`config.mk`:
```
export PLATFORM = sky130hd
export DESIGN_NAME = wb_bus_arbiter
export DESIGN_NICKNAME = d
export VERILOG_FILES = /design/src/rtl/wb_arb_pkg.sv /design/src/rtl/wb_rr_pick.sv /design/src/rtl/wb_bus_arbiter.sv
export SDC_FILE = /design/constraint.sdc
export NUM_CORES = 1
export LEC_CHECK = 0
export BUFFER_PORTS_ARGS = -buffer_cell sky130_fd_sc_hd__buf_2
export CELL_PAD_IN_SITES_DETAIL_PLACEMENT = 1
export CELL_PAD_IN_SITES_GLOBAL_PLACEMENT = 1
export CORE_AREA = 4 4 110 112
export CTS_CLUSTER_SIZE = 16
export DETAILED_ROUTE_END_ITERATION = 12
export DIE_AREA = 0 0 114 116
export PLACE_DENSITY = 0.78
export SLEW_MARGIN = 20
export SYNTH_ARGS = -nofsm -noshare
export SYNTH_HDL_FRONTEND = slang
export SYNTH_HIERARCHICAL = 1
export SYNTH_SLANG_ARGS = --single-unit
```
`constraint.sdc`:
```
create_clock -name clk -period 3.7 [get_ports clk]
set_clock_uncertainty 0.2 [all_clocks]
set_input_delay 0.555 -clock clk [delete_from_list [all_inputs] [get_ports clk]]
set_output_delay 0.555 -clock clk [all_outputs]
set_load 0.005 [all_outputs]
```
`src/rtl/wb_arb_pkg.sv`:
```
// Shared types and helpers for the round-robin Wishbone bus arbiter.
// Latency: n/a (declarations only).
// Backpressure: n/a.
//
// Contents: the arbiter state enum, the fixed Wishbone address width, and a
// one-hot decode helper sized for the largest supported master count.
package wb_arb_pkg;

    localparam int ADR_WIDTH = 32;
    localparam int MAX_MST   = 8;

    typedef enum logic [1:0] {
        IDLE = 2'd0,
        BUSY = 2'd1,
        TOUT = 2'd2
    } arb_state_e;

    // Decode a master index into a MAX_MST-wide one-hot vector; callers
    // truncate to their own master count.
    function automatic logic [MAX_MST-1:0] onehot(input logic [2:0] idx);
        logic [MAX_MST-1:0] v;
        v      = '0;
        v[idx] = 1'b1;
        return v;
    endfunction

endpackage

```
`src/rtl/wb_rr_pick.sv`:
```
// Round-robin priority encoder: picks the first requester after 'last'.
// Latency: purely combinational.
// Backpressure: none; the caller decides when the pick is committed.
//
// Ports: req (per-master request), last (index of previous winner),
//        win_oh / win_idx (winner as one-hot and index), win_vld (any request).
module wb_rr_pick
    import wb_arb_pkg::*;
#(
    parameter int NUM_MST = 2,
    parameter int IW      = $clog2(NUM_MST)
) (
    input  logic [NUM_MST-1:0] req,
    input  logic [IW-1:0]      last,
    output logic [NUM_MST-1:0] win_oh,
    output logic [IW-1:0]      win_idx,
    output logic               win_vld
);

    logic [NUM_MST-1:0] hi_mask;
    logic [NUM_MST-1:0] req_hi;
    logic [NUM_MST-1:0] cand;

    // Requests strictly above 'last' take precedence; if there are none the
    // search wraps and the lowest-numbered requester wins.
    always_comb begin
        hi_mask = '0;
        for (int b = 0; b < NUM_MST; b++) begin
            hi_mask[b] = (b > int'(last));
        end
        req_hi = req & hi_mask;
        cand   = (req_hi != '0) ? req_hi : req;

        // Descending scan so the lowest set bit is the final assignment.
        win_idx = '0;
        for (int b = NUM_MST - 1; b >= 0; b--) begin
            if (cand[b]) begin
                win_idx = IW'(b);
            end
        end

        win_vld = (req != '0);
        win_oh  = win_vld ? NUM_MST'(onehot(3'(win_idx))) : '0;
    end

endmodule

```
`src/rtl/wb_bus_arbiter.sv`:
```
// Round-robin arbiter sharing one Wishbone slave among NUM_MST masters, with response watchdog.
// Latency: grant 1 cycle after m_cyc is sampled; ack/err/data paths are combinational in BUSY.
// Backpressure: the owner keeps the bus while m_cyc stays high; others wait, slave stalls via late ack.
//
// Ports: clk/rst_n; m_* per-master Wishbone request side (cyc, stb, we, adr, sel, dat_w in;
//        dat_r broadcast, ack/err routed to owner); gnt one-hot registered grant;
//        s_* single Wishbone slave side.
module wb_bus_arbiter
    import wb_arb_pkg::*;
#(
    parameter int NUM_MST   = 2,
    parameter int BUS_WIDTH = 32,
    parameter int TIMEOUT   = 255
) (
    input  logic                                  clk,
    input  logic                                  rst_n,
    input  logic [NUM_MST-1:0]                    m_cyc,
    input  logic [NUM_MST-1:0]                    m_stb,
    input  logic [NUM_MST-1:0]                    m_we,
    input  logic [NUM_MST-1:0][ADR_WIDTH-1:0]     m_adr,
    input  logic [NUM_MST-1:0][BUS_WIDTH/8-1:0]   m_sel,
    input  logic [NUM_MST-1:0][BUS_WIDTH-1:0]     m_dat_w,
    output logic [BUS_WIDTH-1:0]                  m_dat_r,
    output logic [NUM_MST-1:0]                    m_ack,
    output logic [NUM_MST-1:0]                    m_err,
    output logic [NUM_MST-1:0]                    gnt,
    output logic                                  s_cyc,
    output logic                                  s_stb,
    output logic                                  s_we,
    output logic [ADR_WIDTH-1:0]                  s_adr,
    output logic [BUS_WIDTH/8-1:0]                s_sel,
    output logic [BUS_WIDTH-1:0]                  s_dat_w,
    input  logic [BUS_WIDTH-1:0]                  s_dat_r,
    input  logic                                  s_ack,
    input  logic                                  s_err
);

    localparam int IW = $clog2(NUM_MST);
    // A zero-width counter is illegal, so a disabled watchdog keeps one dead bit.
    localparam int CW = (TIMEOUT > 0) ? $clog2(TIMEOUT + 1) : 1;
    localparam logic [CW-1:0] CNT_LIM = CW'(TIMEOUT);
    localparam logic          WDOG_EN = (TIMEOUT > 0);

    arb_state_e          state_q, state_d;
    logic [NUM_MST-1:0]  gnt_q,   gnt_d;
    logic [IW-1:0]       last_q,  last_d;
    logic [CW-1:0]       cnt_q,   cnt_d;

    logic [NUM_MST-1:0]  pick_oh;
    logic [IW-1:0]       pick_idx;
    logic                pick_vld;
    logic                busy;
    logic                tout;
    logic                unanswered;

    wb_rr_pick #(
        .NUM_MST (NUM_MST),
        .IW      (IW)
    ) u_pick (
        .req     (m_cyc),
        .last    (last_q),
        .win_oh  (pick_oh),
        .win_idx (pick_idx),
        .win_vld (pick_vld)
    );

    assign busy    = (state_q == BUSY);
    assign tout    = (state_q == TOUT);
    assign gnt     = gnt_q;
    assign m_dat_r = s_dat_r;

    // While BUSY, last_q is the owner's index, so it doubles as the mux select.
    always_comb begin
        s_cyc   = 1'b0;
        s_stb   = 1'b0;
        s_we    = 1'b0;
        s_adr   = '0;
        s_sel   = '0;
        s_dat_w = '0;
        if (busy) begin
            s_cyc   = m_cyc[last_q];
            s_stb   = m_stb[last_q];
            s_we    = m_we[last_q];
            s_adr   = m_adr[last_q];
            s_sel   = m_sel[last_q];
            s_dat_w = m_dat_w[last_q];
        end
    end

    // Responses reach only the owner; the TOUT cycle fabricates an err.
    always_comb begin
        m_ack = '0;
        m_err = '0;
        if (busy) begin
            m_ack = gnt_q & {NUM_MST{s_ack}};
            m_err = gnt_q & {NUM_MST{s_err}};
        end else if (tout) begin
            m_err = gnt_q;
        end
    end

    assign unanswered = busy & s_stb & ~s_ack & ~s_err;

    always_comb begin
        state_d = state_q;
        gnt_d   = gnt_q;
        last_d  = last_q;
        cnt_d   = '0;
        case (state_q)
            IDLE: begin
                if (pick_vld) begin
                    gnt_d   = pick_oh;
                    last_d  = pick_idx;
                    state_d = BUSY;
                end
            end
            BUSY: begin
                if (!m_cyc[last_q]) begin
                    gnt_d   = '0;
                    state_d = IDLE;
                end else if (WDOG_EN && unanswered) begin
                    // The counter stops at the limit; the state change clears it.
                    if (cnt_q == CNT_LIM) begin
                        state_d = TOUT;
                    end else begin
                        cnt_d = cnt_q + 1'b1;
                    end
                end
            end
            TOUT: begin
                if (m_cyc[last_q]) begin
                    state_d = BUSY;
                end else begin
                    gnt_d   = '0;
                    state_d = IDLE;
                end
            end
            default: begin
                gnt_d   = '0;
                state_d = IDLE;
            end
        endcase
    end

    always_ff @(posedge clk or negedge rst_n) begin
        if (!rst_n) begin
            state_q <= IDLE;
            gnt_q   <= '0;
            last_q  <= IW'(NUM_MST - 1);
            cnt_q   <= '0;
        end else begin
            state_q <= state_d;
            gnt_q   <= gnt_d;
            last_q  <= last_d;
            cnt_q   <= cnt_d;
        end
    end

endmodule

```
; ---- Yosys cells after proc, flatten, opt, wreduce, memory -nomap -nowiden
; Cells that the tools add are included.
[classes]
bitwise = 8
reduce_logical = 8
n_eq_ne = 7
n_shift = 0
multipliers = 0
add_sub_neg = 1
magnitude_cmp = 4
mux = 39
div_mod_pow = 0
[op_table]
columns = op, count
row1 = $mux 32, 6
row2 = $mux 8, 4
row3 = $mux 2, 10
row4 = $mux 1, 13
row5 = $mux 4, 3
row6 = $add 8x1->8 const B, 1
row7 = $eq 8x8->1 const B, 1
row8 = $and 2x2->2, 3
row9 = $pmux 2 s3, 1
row10 = $lt 1x4->1 const B, 1
row11 = $ne 2x2->1 const B, 2
row12 = $pmux 2 s2, 1
row13 = $reduce_and 2->1, 2
row14 = $reduce_bool 2->1, 2
row15 = $and 1x1->1, 3
row16 = $ne 3x2->1 const B, 1
row17 = $ne 3x3->1 const B, 1
row18 = $reduce_and 3->1, 1
row19 = $eq 2x1->1 const B, 1
row20 = $eq 2x2->1 const B, 1
row21 = $logic_not 2->1, 1
row22 = $lt 1x2->1 const B, 1
row23 = $not 1->1, 2
row24 = $reduce_or 2->1, 1
row25 = 4 further kinds, 4
[word_totals]
out_inout_bits = 109
memories = 0
rom_bits = 0
ram_bits = 0
wordCells = 71
regBits = 13
latchBits = 0

; ---- Logic depth before layout (Yosys ltp)
; Gate-level depths: netlist (run 1).
[depth]
ltp_word = 12
mapped_depth = 6
mapped_depth_nobuf = 6

; ---- Hierarchy
; The synthesis (run 1) kept the hierarchy.
[by_module_without_submodules]
columns = mod, seq_area_each_um2, cells_per_inst, area_per_inst_um2, n_inst
row1 = wb_bus_arbiter, 326.6, 266, 2214.6, 1
row2 = wb_rr_pick, 0.0, 5, 32.5, 1

; ---- Worst setup path after synthesis (run 1)
; No wires, ideal clock.
[synth_path]
path_kind = flip-flop to output port
from = register state_q[1]
to = output port s_adr[0]
setup_slack_ns = 1.627
arrival_time_ns = 1.318
path_stages_with_launch = 6
path_cell_list = dfrtp_1 > inv_1 > ha_1 > clkbuf_1 > clkbuf_1 > nor2b_1
[synth_via]
elab_chain_cells = 2
[synth_rtl]
columns = element, line
row1 = from (decl), wb_bus_arbiter.sv:44  ; arb_state_e state_q, state_d;
row2 = from (signal assigned), wb_bus_arbiter.sv:152  ; state_q <= state_d;
row3 = $eq 2x1->1, wb_bus_arbiter.sv:67  ; assign busy = (state_q == BUSY);
row4 = $mux 32, wb_bus_arbiter.sv:80  ; if (busy) begin
row5 = to (decl), wb_bus_arbiter.sv:30  ; output logic [ADR_WIDTH-1:0] s_adr,
; Every way passes these cells.

; ---- Final worst setup path (run 1)
[layout_path]
from = register state_q[1]
to = output port s_dat_w[4]
[layout_via]
elab_chain_cells = 2
[layout_rtl]
columns = element, line
row1 = $eq 2x1->1, wb_bus_arbiter.sv:67
row2 = $mux 32, wb_bus_arbiter.sv:80
row3 = to (decl), wb_bus_arbiter.sv:32  ; output logic [BUS_WIDTH-1:0] s_dat_w,
; Every way passes these cells.

==> results.py, run 1 <==
metrics = {
    "cts": {
        "cts_root_buf": "clkbuf_16",
        "cts.repair.resized": 0,
        "cts_buffers": 3,
        "cts_tree": "yes",
        "clkTransAtPathRegs_ns": 0.04,
        "cts.path.max_buffers": 2,
        "cts.sinks": 13,
        "cts_max_level": 1,
        "insertion_delay_ns": 0.24,
    },
    "pwr": {
        "p_switching_uw": 802,
        "clock_power_share": 0.111,
        "power_density_mw_per_mm2": 552,
        "ir_drop_mv": 0.417,
        "intPower_mw": 1.05,
        "seqPwrFrac": 0.149,
        "p_sw_frac": 0.433,
        "power.leakage_nw": 1.90,
        "pwr-share-comb": 0.740,
        "p_total_mw": 1.85,
    },
    "final_layout": {
        "syn_to_final_growth_pct": 49.3,
        "fin_nets": 637,
        "final_area_mm2": 0.00335,
        "final_core_util": 0.299,
        "diodes": 0,
        "drive_gt1_frac": 0.514,
    },
    "yosys": {
        "yosys.cell_types.count": 37,
        "synth_xor_xnor_area_share": 0.0234,
        "ys_warn_count": 6,
        "ys_seq_area_frac": 0.145,
        "avgSynthCellArea_um2": 8.29,
        "ys_seq_elements": 13,
        "synth_fa_ha_area_frac": 0.0278,
        "synthMuxAreaShare": 0.328,
        "syn_area_mm2": 0.00225,
        "netlist_instances": 271,
        "synth_top_family_by_area": "multiplexers",
        "yosysTopAreaCellShare": 0.316,
        "yosys.area.top_type": "mux2i_1",
        "ys_top_cells_by_area": "mux2i_1, nor2b_1, dfrtp_1",
        "yosys.area_share.simple": 0.288,
        "synth_nets": 454,
        "synth-compound-area-share": 0.0379,
    },
    "timing": {
        "worst_slew_pin_slew_ns": 0.828,
        "hold_slack_ns": 0.290,
        "maxSlewHeadroom": 0.448,
        "rsz0062_at_grt": "false",
        "fin_crit_sh": 0.795,
        "finalSetupTns_ns": 0,
        "max_freq_mhz": 340,
        "hold_viol": 0,
        "period_needed_ns": 2.94,
        "finalSetupViolCount": 0,
        "drv_slew": 0,
    },
    "setup_path": {
        "cp_max_fo": 54,
        "worstPathRequired_ns": 2.94,
        "arrival_ns": 2.19,
        "startpoint_type": "flop",
        "path_class": "reg2out",
        "setup.worst_path.end_class": "primary output",
    },
    "die": {
        "row_count": 39,
        "initial_core_util": 0.200,
        "pin_count": 287,
        "die-area_mm2": 0.0132,
        "die_w_um": 114,
        "dieHeight_um": 116,
        "core_area_mm2": 0.0112,
    },
    "grt": {
        "grt_overflow": 0,
        "grt_antenna_before_repair": 0,
        "grt_usage": 0.138,
        "grt_max_degree": 55,
        "grt_pass1_vias": 2688,
        "grt_pass1_wl_um": 14500,
    },
    "drt": {
        "drt_iter0_drc": 103,
        "postRouteAntennaNets": 0,
        "routed_wl_um": 10100,
        "drcViolationCount": 0,
        "firstDrtPassIters": 4,
        "via_per_inst": 4.32,
        "wl_per_cell_um": 16.9,
        "vias": 2574,
    },
    "place": {
        "place.port_buffers": 222,
        "dpl.hpwl_um": 8630,
        "placed_area_mm2": 0.00327,
        "routabilityCongestion": 0.765,
    },
    "worst_hold_path": {
        "min_path_type": "reg2reg",
    },
    "flow_run": {
        "maxCapViolCount": 0,
    },
    "outcome": {
        "status": "complete, no violations",
    },
}
==> layout by cell type (no fill, tap or decap), types with 2 or more instances in the layout <==
| cell type | n |
|---|---|
| a21boi_0 | 2 |
| and3_1 | 4 |
| buf_2 | 222 |
| buf_4 | 2 |
| clkbuf_16 | 3 |
| dfrtp_1 | 12 |
| ha_1 | 4 |
| inv_1 | 6 |
| mux2i_1 | 71 |
| nand2_1 | 8 |
| nand3_1 | 2 |
| nand4_1 | 2 |
| nor2_1 | 10 |
| nor2b_1 | 73 |
| o21ai_0 | 2 |
| xor2_1 | 5 |
==> power by group through the flow <==
stage          Combinational, mW  Sequential, mW  Clock (mW)
4_1_cts                     1.41           0.277       0.211
3_5_place_dp                1.40           0.279           0
6_report                    1.37           0.276       0.205
5_1_grt                     1.51           0.285       0.216
2_1_floorplan              0.926           0.186           0
3_3_place_gp                1.36           0.271           0
==> per-layer routing <==
metal  vias to the layer above  track usage  part of all wire
met3                         4       0.0444              0.10
met2                       116        0.255              0.52
met1                      1211        0.161              0.37
met5                         -            0                 0
li1                       1243            -                 -
met4                         0       0.0150            0.0037
==> sequential cells by signal, summed over array words and instances (netlist names) <==
register / flops
state_q: 2
last_q: 1
cnt_q: 8
gnt: 2
==> metrics by stage <==
step	worst slack (ns)	cells
floorplan	1.63	271
global placement	1.11	591
detailed placement	0.986	591
CTS	0.691	596
global route	0.479	596
finish	0.759	596
==> path summary, 6_finish.rpt <==
check / startpoint / endpoint / slack [ns] / cells after the start
max: state_q[1]$_DFFE_PN0P_ / s_dat_w[4] / 0.76 / 5
min: cnt_q[0]$_DFF_PN0_ / cnt_q[0]$_DFF_PN0_ / 0.29 / 1
max reg2reg: state_q[1]$_DFFE_PN0P_ / state_q[1]$_DFFE_PN0P_ / 1.03 / 6
min reg2reg: cnt_q[0]$_DFF_PN0_ / cnt_q[0]$_DFF_PN0_ / 0.29 / 1
max in group asynchronous: rst_n / last_q$_DFFE_PN1P_ / 2.49 / 2
min in group asynchronous: rst_n / cnt_q[4]$_DFF_PN0_ / 0.53 / 2
==> kinds of logic after synthesis <==
group / Yosys count
adder cells (fa/ha/maj): 5
flip-flops: 13
XOR/XNOR: 6
buffers and inverters: 54
multiplexers: 73
AO/OA/AOI/OAI: 12
AND/OR/NAND/NOR: 108
==> cells in the mapped netlist (all sizes together) <==
cell	count
nor2b	73
mux2i	71
buf	40
dfrtp	12
nor2	10
clkbuf	8
nand2	8
inv	6
ha	5
xor2	5
and3	4
a21boi	3
o21ai	3
mux2	2
nand3	2
nand4	2
a21o	1
a21oi	1
a31o	1
a32o	1
and2	1
and4	1
and4b	1
dfstp	1
nand2b	1
nand4b	1
nor3b	1
nor4	1
nor4bb	1
o21bai	1
o31a	1
or2	1
xnor2	1
==> worst max-delay path, cell delays in order (launching register included) <==
cell	delay, ns
dfrtp_1	0.41
inv_1	0.12
ha_2	0.73
buf_4	0.34
nor2b_1	0.17
buf_2	0.14
==> area by class of cell <==
class,instances,area [um2]
fillers,1437,7870
multi-input cells,204,1590
repair buffers,226,1160
flip-flops and latches,13,330
well taps,143,179
clock buffers,4,78.8
inverters,6,22.5
==> repair_timing <==
action / 4_1_cts / 5_1_grt
hold endpoints to repair: 5 / 0
setup buffers: 0 / 0
hold buffers: 1 / 0
No activity file was read; power rests on OpenSTA's default activity.
==> inputs of run 2 (changes only) <==
Settings changed: ABC_AREA from default to 1, CORE_AREA 4 4 110 112 to 4 4 122 124, DIE_AREA 0 0 114 116 to 0 0 126 128, PLACE_DENSITY 0.78 to 0.71.
Clock period 3.7 ns to 2.5 ns, I/O delays scaled along.
==> run 2 against run 1 <==
Compared with the run above: total power is 54% higher; clock power increased by 51%; synthesized cell count up 37%; largest power group unchanged; register-to-register slack got worse by 0.45 ns; worst setup slack worse by 0.57 ns; global-route usage is 2.6 points lower; non-clock buffer count is 2 higher; sequential share of layout area up 0.49 points.
==> results.py, run 2 <==
metrics = {
    "outcome": {
        "status": "complete, no violations",
    },
    "setup_path": {
        "cp_max_fo": 72,
        "setup.worst_path.end_class": "primary output",
        "path_buf_inv": 3,
        "crit_chain": "inv_4, nand2_1, nand2_2, nand2_2, inv_1, buf_2",
        "cpMaxStageDelayCell": "inv_4",
        "arrival_ns": 1.73,
        "slowest_delay_ns": 0.48,
        "startpoint_type": "flop",
        "crit_top_cell": "nand2_2",
        "crit_family": "buffers and inverters",
        "path_class": "reg2out",
        "worstPathRequired_ns": 1.92,
    },
    "cts": {
        "cts.sinks": 13,
        "insertion_delay_ns": 0.25,
        "clkTransAtPathRegs_ns": 0.05,
        "cts_root_buf": "clkbuf_16",
        "cts_buffers": 3,
        "cts.repair.resized": 0,
        "cts_tree": "yes",
        "cts.path.max_buffers": 2,
        "cts_max_level": 1,
    },
    "yosys": {
        "synth_nets": 553,
        "avgSynthCellArea_um2": 5.47,
        "ys_seq_elements": 13,
        "synth_commonest_cells": "nor2_1, o21ai_0, buf_4",
        "netlist_instances": 370,
        "syn_area_mm2": 0.00202,
        "synth-edff-count": 0,
        "ys_warn_count": 6,
        "yosys.cell_types.count": 24,
        "yosysTopAreaCellShare": 0.287,
        "synth_top_flop_cell": "dfrtp_1",
        "yosys.area.top_type": "nor2_1",
        "async_flop_share": 1.00,
        "ys_seq_area_frac": 0.161,
        "yosysMostFrequentCell": "nor2_1",
        "ys_top_cells_by_area": "nor2_1, o21ai_0, dfrtp_1",
    },
    "drt": {
        "vias": 2953,
        "drcViolationCount": 0,
        "postRouteAntennaNets": 0,
        "firstDrtPassIters": 4,
        "drt_iter0_drc": 81,
        "via_per_inst": 4.06,
        "wl_per_cell_um": 13.3,
        "routed_wl_um": 9640,
    },
    "final_layout": {
        "diodes": 0,
        "final_area_mm2": 0.00316,
        "fillers": 1864,
        "final_core_util": 0.229,
        "syn_to_final_growth_pct": 56.1,
        "drive_gt1_frac": 0.442,
        "layout_common_cells": "buf_2, nor2_1, o21ai_0",
        "largest_register_ffs": 8,
        "layout_commonest_cell": "buf_2",
        "regMostFlops": "cnt_q",
        "fin_nets": 731,
    },
    "worst_hold_path": {
        "min_path_type": "in2reg",
    },
    "place": {
        "placed_area_mm2": 0.00307,
        "routabilityCongestion": 0.825,
        "place.port_buffers": 222,
        "dpl.hpwl_um": 7960,
        "post-place-ws_ns": 0.344,
    },
    "pwr": {
        "p_sw_frac": 0.524,
        "pwr-share-comb": 0.790,
        "seqPwrFrac": 0.101,
        "power_density_mw_per_mm2": 901,
        "ir_drop_mv": 0.295,
        "power.leakage_nw": 1.81,
        "p_switching_mw": 1.49,
        "intPower_mw": 1.35,
        "clock_power_share": 0.108,
    },
    "timing": {
        "max_freq_mhz": 433,
        "maxSlewHeadroom": 0.501,
        "finalSetupViolCount": 0,
        "drv_slew": 0,
        "setup_ws_ns": 0.192,
        "hold_viol": 0,
        "worst_slew_pin_slew_ns": 0.749,
        "hold_slack_ns": 0.259,
        "rsz0062_at_grt": "false",
        "period_needed_ns": 2.31,
        "finalSetupTns_ns": 0,
        "fin_crit_sh": 0.923,
    },
    "die": {
        "row_count": 43,
        "dieHeight_um": 128,
        "die-area_mm2": 0.0161,
        "pin_count": 287,
        "initial_core_util": 0.147,
        "core_area_mm2": 0.0138,
        "die_w_um": 126,
    },
    "grt": {
        "grt_pass1_vias": 3048,
        "grt_max_degree": 73,
        "grt_use_met2": 0.219,
        "grtUsageMet1": 0.120,
        "grt_overflow": 0,
        "grtUsageMet3": 0.0258,
        "grt_usage": 0.112,
        "grt_antenna_before_repair": 0,
        "grt_pass1_wl_um": 14900,
        "grt.busiest_layer": "met2",
    },
    "flow_run": {
        "maxCapViolCount": 0,
    },
}
==> run 2: stage by stage <==
step | instances | power (mW)
2_1_floorplan | 370 | 1.63
3_3_place_gp | 722 | 2.60
3_5_place_dp | 722 | 2.62
4_1_cts | 727 | 2.94
5_1_grt | 727 | 3.21
6_report | 727 | 2.85
==> run 2: metal layers <==
layer  share of wire  wire [um]  vias to the layer above
met5               0          0                        -
met3           0.080        772                       20
met4           0.020        197                        0
li1                -          -                     1489
met1            0.38       3640                     1323
met2            0.52       5040                      121
==> run 2: cell families (layout without fill, tap and decap cells) <==
family,count (synthesis),count (layout),synth area share
xor gates and xnor gates,3,3,0.0130
muxes,1,1,0.00494
adders and majority gates,5,5,0.0309
AOI/OAI and AO/OA,80,80,0.198
and+or+nand+nor,194,194,0.386
DFF,13,13,0.161
buffers and inverters,74,251,0.206
==> run 2: final cells by class <==
| class | instances | area (um2) | area share |
|---|---|---|---|
| inverter | 19 | 73.8 | 0.0234 |
| timing repair buffer | 228 | 1170 | 0.371 |
| sequential | 13 | 327 | 0.103 |
| tap | 180 | 225 | 0.0713 |
| clock buffer | 4 | 78.8 | 0.0250 |
| multi-input combinational | 283 | 1280 | 0.406 |
==> run 2: final timing paths <==
path	to	startpoint	slack, ns	cells past startpoint
worst max-delay path	s_cyc	last_q$_DFFE_PN1P_	0.19	6
worst min-delay path	last_q$_DFFE_PN1P_	m_cyc[0]	0.26	4
worst max register to register	cnt_q[2]$_DFF_PN0_	last_q$_DFFE_PN1P_	0.58	7
worst min register to register	cnt_q[0]$_DFF_PN0_	cnt_q[0]$_DFF_PN0_	0.26	1
max in group asynchronous	last_q$_DFFE_PN1P_	rst_n	1.45	2
min in group asynchronous	gnt[1]$_DFFE_PN0P_	rst_n	0.37	2
==> run 2: power groups by stage <==
stage                     combinational (mW)  sequential [mW]  clock, mW
after floorplan                         1.34            0.284          0
after global placement                  2.31            0.289          0
after detailed placement                2.33            0.293          0
after CTS                               2.33            0.290      0.317
after global routing                    2.59            0.297      0.326
final                                   2.25            0.288      0.309
==> run 2: timing repair <==
| item | 4_1_cts | 5_1_grt |
|---|---|---|
| hold endpoints to repair | 12 | 0 |
| hold buffers | 1 | 0 |
| setup buffers | 0 | 0 |
==> run 2: worst register-to-register path, delay by kind of cell, from the launching register on <==
family,cells,cell delay [ns]
buf+inv,1,0.48
flops,1,0.39
simple gates,6,0.77
